<file path="config.mk">
export PLATFORM = sky130hd
export DESIGN_NAME = mem_access_unit
export DESIGN_NICKNAME = d
export VERILOG_FILES = /design/src/rtl/mem_access_unit.sv
export SDC_FILE = /design/constraint.sdc
export NUM_CORES = 1
export LEC_CHECK = 0
export BUFFER_PORTS_ARGS = -buffer_cell sky130_fd_sc_hd__buf_2
export CAP_MARGIN = 25
export CORE_ASPECT_RATIO = 0.9
export CORE_UTILIZATION = 54
export CTS_BUF_LIST = sky130_fd_sc_hd__clkbuf_16
export CTS_CLUSTER_SIZE = 16
export DETAILED_ROUTE_END_ITERATION = 10
export GPL_TIMING_DRIVEN = 0
export PLACE_DENSITY = 0.95
export SLEW_MARGIN = 25
export SYNTH_ARGS = -nofsm -noshare
export SYNTH_HDL_FRONTEND = slang
export SYNTH_SLANG_ARGS = --single-unit
export TNS_END_PERCENT = 1
</file>
<file path="constraint.sdc">
create_clock -name clk -period 3.3 [get_ports clk]
set_clock_uncertainty 0.2 [all_clocks]
set_input_delay 0.33 -clock clk [delete_from_list [all_inputs] [get_ports clk]]
set_output_delay 0.33 -clock clk [all_outputs]
set_load 0.02 [all_outputs]
</file>
<file path="src/rtl/mem_access_unit.sv">
// Memory access stage for the multicycle controller.
// Turns MemRead/MemWrite/BEOp plus an address into one req/ack bus transaction,
// rejects misaligned accesses without touching the bus, aborts on a missing ack,
// and keeps the extended load result in the MDR.
module mem_access_unit #(
  parameter int TIMEOUT = 255
) (
  input  logic        clk,
  input  logic        rst_n,
  input  logic        rd_i,
  input  logic        wr_i,
  input  logic [2:0]  be_op_i,
  input  logic [31:0] addr_i,
  input  logic [31:0] wdata_i,
  output logic        bus_req_o,
  output logic        bus_we_o,
  output logic [31:0] bus_addr_o,
  output logic [3:0]  bus_be_o,
  output logic [31:0] bus_wdata_o,
  input  logic        bus_ack_i,
  input  logic [31:0] bus_rdata_i,
  output logic [31:0] mdr_o,
  output logic        stall_o,
  output logic        ready_o,
  output logic        misalign_o,
  output logic        bus_err_o
);

  localparam int CW = (TIMEOUT > 1) ? $clog2(TIMEOUT + 1) : 1;
  // Last REQ cycle index before the abort; the counter starts at 0 on REQ entry.
  localparam logic [CW-1:0] CNT_LAST = (TIMEOUT > 0) ? CW'(TIMEOUT - 1) : '0;
  localparam logic TMO_EN = (TIMEOUT != 0);

  localparam logic [1:0] SZ_B = 2'd0;
  localparam logic [1:0] SZ_H = 2'd1;
  localparam logic [1:0] SZ_W = 2'd2;

  typedef enum logic [1:0] {S_IDLE, S_REQ, S_DONE} state_t;

  // Access size from BEOp; the store codes 001/010 mean word when reading.
  function automatic logic [1:0] op_size(input logic [2:0] op, input logic we);
    case (op)
      3'b000, 3'b011: op_size = SZ_W;
      3'b001:         op_size = we ? SZ_H : SZ_W;
      3'b010:         op_size = we ? SZ_B : SZ_W;
      3'b100, 3'b101: op_size = SZ_H;
      default:        op_size = SZ_B;
    endcase
  endfunction

  state_t         state_reg, state_next;
  logic [31:0]    addr_reg, wdata_reg, mdr_reg;
  logic [2:0]     be_op_reg;
  logic           we_reg, misalign_reg, err_reg;
  logic [CW-1:0]  cnt_reg;

  logic           req_in, in_misalign, ack_in_req, timeout_hit, ld_signed;
  logic [1:0]     in_size, size_cur;
  logic [7:0]     ld_byte;
  logic [15:0]    ld_half;
  logic [31:0]    ld_data, lane_wdata;
  logic [3:0]     lane_be;

  assign req_in      = rd_i | wr_i;
  assign in_size     = op_size(be_op_i, wr_i);
  assign in_misalign = ((in_size == SZ_W) && (addr_i[1:0] != 2'b00)) ||
                       ((in_size == SZ_H) && addr_i[0]);
  assign size_cur    = op_size(be_op_reg, we_reg);
  assign ack_in_req  = (state_reg == S_REQ) && bus_ack_i;
  assign timeout_hit = TMO_EN && (cnt_reg == CNT_LAST);

  // Lane extraction and sign/zero extension of the returning read data.
  assign ld_byte   = bus_rdata_i[{addr_reg[1:0], 3'b000} +: 8];
  assign ld_half   = bus_rdata_i[{addr_reg[1], 4'b0000} +: 16];
  assign ld_signed = (be_op_reg == 3'b101) || (be_op_reg == 3'b111);

  // Select the load result according to the latched access size.
  always_comb begin
    ld_data = bus_rdata_i;
    case (size_cur)
      SZ_H:    ld_data = {{16{ld_signed & ld_half[15]}}, ld_half};
      SZ_B:    ld_data = {{24{ld_signed & ld_byte[7]}}, ld_byte};
      default: ld_data = bus_rdata_i;
    endcase
  end

  // Per-lane byte enable and replicated store data; reads enable all lanes.
  for (genvar gi = 0; gi < 4; gi++) begin : g_lane
    assign lane_wdata[8*gi +: 8] =
      (size_cur == SZ_B) ? wdata_reg[7:0] :
      (size_cur == SZ_H) ? wdata_reg[8*(gi%2) +: 8] :
                           wdata_reg[8*gi +: 8];
    assign lane_be[gi] = !we_reg || (size_cur == SZ_W) ||
                         ((size_cur == SZ_H) && (addr_reg[1] == 1'(gi / 2))) ||
                         ((size_cur == SZ_B) && (addr_reg[1:0] == 2'(gi)));
  end

  // State register; async reset drops bus_req immediately.
  always_ff @(posedge clk or negedge rst_n) begin
    if (!rst_n) state_reg <= S_IDLE;
    else        state_reg <= state_next;
  end

  // Next-state logic: misaligned accesses skip the bus, ack beats timeout.
  always_comb begin
    state_next = state_reg;
    case (state_reg)
      S_IDLE:  if (req_in) state_next = in_misalign ? S_DONE : S_REQ;
      S_REQ:   if (bus_ack_i || timeout_hit) state_next = S_DONE;
      S_DONE:  state_next = S_IDLE;
      default: state_next = S_IDLE;
    endcase
  end

  // Access latches, timeout counter, status flags and MDR.
  always_ff @(posedge clk or negedge rst_n) begin
    if (!rst_n) begin
      addr_reg     <= '0;
      wdata_reg    <= '0;
      be_op_reg    <= '0;
      we_reg       <= 1'b0;
      misalign_reg <= 1'b0;
      err_reg      <= 1'b0;
      cnt_reg      <= '0;
      mdr_reg      <= '0;
    end else begin
      if (state_reg == S_IDLE && req_in) begin
        addr_reg     <= addr_i;
        wdata_reg    <= wdata_i;
        be_op_reg    <= be_op_i;
        we_reg       <= wr_i;
        misalign_reg <= in_misalign;
        err_reg      <= 1'b0;
        cnt_reg      <= '0;
      end else if (state_reg == S_REQ) begin
        if (ack_in_req) begin
          if (!we_reg) mdr_reg <= ld_data;
        end else if (timeout_hit) begin
          err_reg <= 1'b1;
        end else begin
          cnt_reg <= cnt_reg + 1'b1;
        end
      end
    end
  end

  // Outputs: bus signals only driven while a request is outstanding.
  always_comb begin
    bus_req_o   = (state_reg == S_REQ);
    bus_we_o    = bus_req_o & we_reg;
    bus_addr_o  = bus_req_o ? {addr_reg[31:2], 2'b00} : 32'd0;
    bus_be_o    = bus_req_o ? lane_be : 4'd0;
    bus_wdata_o = bus_req_o ? lane_wdata : 32'd0;
    ready_o     = (state_reg == S_DONE);
    misalign_o  = ready_o & misalign_reg;
    bus_err_o   = ready_o & err_reg;
    stall_o     = req_in & (state_reg != S_DONE);
    mdr_o       = mdr_reg;
  end

endmodule

</file>
==> metrics.yaml <==
status: "finished, violations left"
violations: "DRC, hold timing"
vias_per_cell: 6.17
hold_slack_ns: -0.00464
finalHoldViolCount: 1
grtUsageMet2: 0.659
slew-limit-headroom: 0.484
ys.flop_type: "dfrtp_1"
worst-setup-path-type: "reg2out"
combPwrFrac: 0.554
async_flop_share: 1.00
ys_seq_area_frac: 0.475
dp_hpwl_mm: 13.4
die_x_um: 112
switchingPower_mw: 3.96
drc: 5
ys_warn_count: 0
synth_edf_count: 0
grt_pass1_vias: 6699
crit-reg2reg-launch: "state_reg[1]"
slowest_delay_ns: 0.45
startpoint: "be_op_reg[0]"
grt-ovfl-total: 0
worstSetupEndpoint: "bus_wdata_o[11]"
ant_nets: 0
syn_to_final_growth_pct: 36.4
drive_above_1_share: 0.275
cp_slowest_cell: "clkbuf_1"
endpoint_kind: "output pin"
gp_congestion: 0.988
crit_chain: "buf_2 -> or2_1 -> a21oi_1 -> clkbuf_1 -> o21ai_0 -> a21oi_1 -> buf_2"
finalCriticalPeriod_ns: 3.18
maxClockFrequency_mhz: 314
grt_pass1_wl_mm: 34.8
tightest_slew_ns: 0.768
startpoint_type: "flop"
r2r_setup_slack_ns: 0.88
synth_cells: 699
grt_max_degree: 59
ios: 210
required_ns: 2.77
pwr-share-seq: 0.309
crit_fanout: 10
grt_util_met3: 0.130
power_density_mw_per_mm2: 982
hp-class: "in2reg"
p_sw_frac: 0.501
syn_area_mm2: 0.00590
gr-usage-met1: 0.468
p_int_mw: 3.94
yosys-top-cells-area: "dfrtp_1 48%, nand2_1 17%, and2_1 4.4%"
ff2ff_path_depth: 5
grt_usage: 0.401
rsz0062_at_grt: "no"
rows: 35
setup_tns_ns: 0
nNetsFinal: 1087
portBuffers: 207
busiest_layer: "met2"
synth.distinct_cells: 57
clockRootBuffer: "clkbuf_16"
totalWireLength_mm: 22.3
dr.pass1.iters: 9
setup_viol: 0
place_area_mm2: 0.00713
cts_num_sinks: 112
maxCapViolations: 0
post_cts_buffers: 0
r2r_end: "addr_reg[15]"
peakVddDrop_uv: 598
synth_seq_cells: 112
vias: 6884
synth_top_area_cell: "dfrtp_1"
h-tree-depth: 3
slew_violations: 0
avgSynthCellArea_um2: 8.43
synth_top_area_frac: 0.475
start_util: 0.566
drt_iter0_drc: 763
clock_path_buffers: 2
cts_made_buffers: 9
total_power_mw: 7.90
p_leak_nw: 4.26
core_area_mm2: 0.0104
die_h_um: 101
cts_tree: "done"
clk_latency_ns: 0.36
clk_pin_slew_ns: 0.08
antenna_found_initial: 1
finalInstanceArea_mm2: 0.00804
fin_crit_sh: 0.964
crit_arrival_ns: 2.65
design.die.area_mm2: 0.0113
wire_per_inst_um: 20.0
p_clk_frac: 0.137
logic make-up (layout without fill, tap and decap cells):
| kind of cell | Yosys count | count (layout) | synth area share |
|---|---|---|---|
| AND/OR/NAND/NOR | 403 | 403 | 0.310 |
| XOR/XNOR | 4 | 4 | 0.00594 |
| flip-flops | 112 | 112 | 0.475 |
| multiplexers | 16 | 16 | 0.0469 |
| other | 1 | 3 | 0.000636 |
| adder cells (fa/ha/maj) | 2 | 2 | 0.00424 |
| buffers and inverters | 59 | 345 | 0.0448 |
| AO/OA/AOI/OAI | 102 | 102 | 0.112 |
critical path, delay by kind of cell, from the launching register on:
family / cells / cell delay, ns
flip-flops: 1 / 0.36
AND/OR/NAND/NOR: 1 / 0.29
buffers and inverters: 3 / 0.86
AO/OA/AOI/OAI: 3 / 0.76
what timing repair did:
item	CTS	global route
hold endpoints to repair	115	0
endpoints found under the setup margin	0	5
hold buffers	62	0
gates resized for setup	0	2
cells in the final DEF, fill, tap and decap left out, types with 10 or more instances in the layout:
cell type      instances
nand2_1              265
buf_2                219
dfrtp_1              112
dlygate4sd3_1         62
and2_1                41
nand3_1               35
clkbuf_1              30
a21oi_1               30
nor2_1                23
o21ai_0               17
a31oi_1               11
nand3_2               10
metrics by stage:
step           utilization  std cells  worst slack [ns]
5_1_grt              0.772       1116            0.0580
3_5_place_dp         0.684       1037             0.575
6_report             0.772       1116             0.120
4_1_cts              0.770       1115             0.158
2_1_floorplan            -        700             0.913
3_3_place_gp         0.681       1036             0.417
synth_stat cells (5+ instances only):
library cell,number
a21oi_1,30
a22oi_1,7
a31oi_1,11
and2_1,41
buf_1,5
buf_2,13
clkbuf_1,30
dfrtp_1,112
inv_1,6
mux2_2,7
mux4_2,6
nand2_1,265
nand3_1,35
nand3_2,10
nand4_1,9
nor2_1,24
o211ai_1,9
o21ai_0,17
o21bai_1,7
per-layer routing:
| metal | up-vias | wire length [µm] | share of wire |
|---|---|---|---|
| met4 | 0 | 1540 | 0.069 |
| met1 | 3171 | 7500 | 0.34 |
| met2 | 642 | 10500 | 0.47 |
| li1 | 2893 | - | - |
| met3 | 178 | 2720 | 0.12 |
| met5 | - | 0 | 0 |
layout make-up:
class | count | area, µm²
Fill cell | 618 | 2380
Clock inverter | 7 | 53.8
Multi-Input combinational cell | 529 | 2840
Buffer | 52 | 238
Sequential cell | 112 | 2800
Antenna cell | 1 | 2.50
Clock buffer | 9 | 225
Timing Repair Buffer | 270 | 1690
Tap cell | 129 | 161
Inverter | 7 | 26.3
worst min-delay path by stage:
stage / startpoint / endpoint / slack (ns) / depth (start not counted)
6_report: addr_i[1] / addr_reg[1] / -0.005 / 3
5_1_grt: be_op_i[0] / be_op_reg[0] / 0.02 / 3
4_1_cts: addr_i[1] / addr_reg[1] / 0.002 / 3
3_5_place_dp: rst_n / addr_reg[2] / 0.12 / 1
3_3_place_gp: addr_reg[31] / addr_reg[31] / 0.25 / 2
2_1_floorplan: rst_n / addr_reg[0] / -0.17 / 0
power by group through the flow:
stage	clock [mW]	sequential, mW	combinational, mW
after floorplan	0	2.50	2.58
after global placement	0	2.37	3.88
after detailed placement	0	2.39	4.01
after CTS	1.05	2.38	4.08
after global routing	1.13	2.48	4.68
final	1.08	2.44	4.37
(Power assumes the default switching activity.)
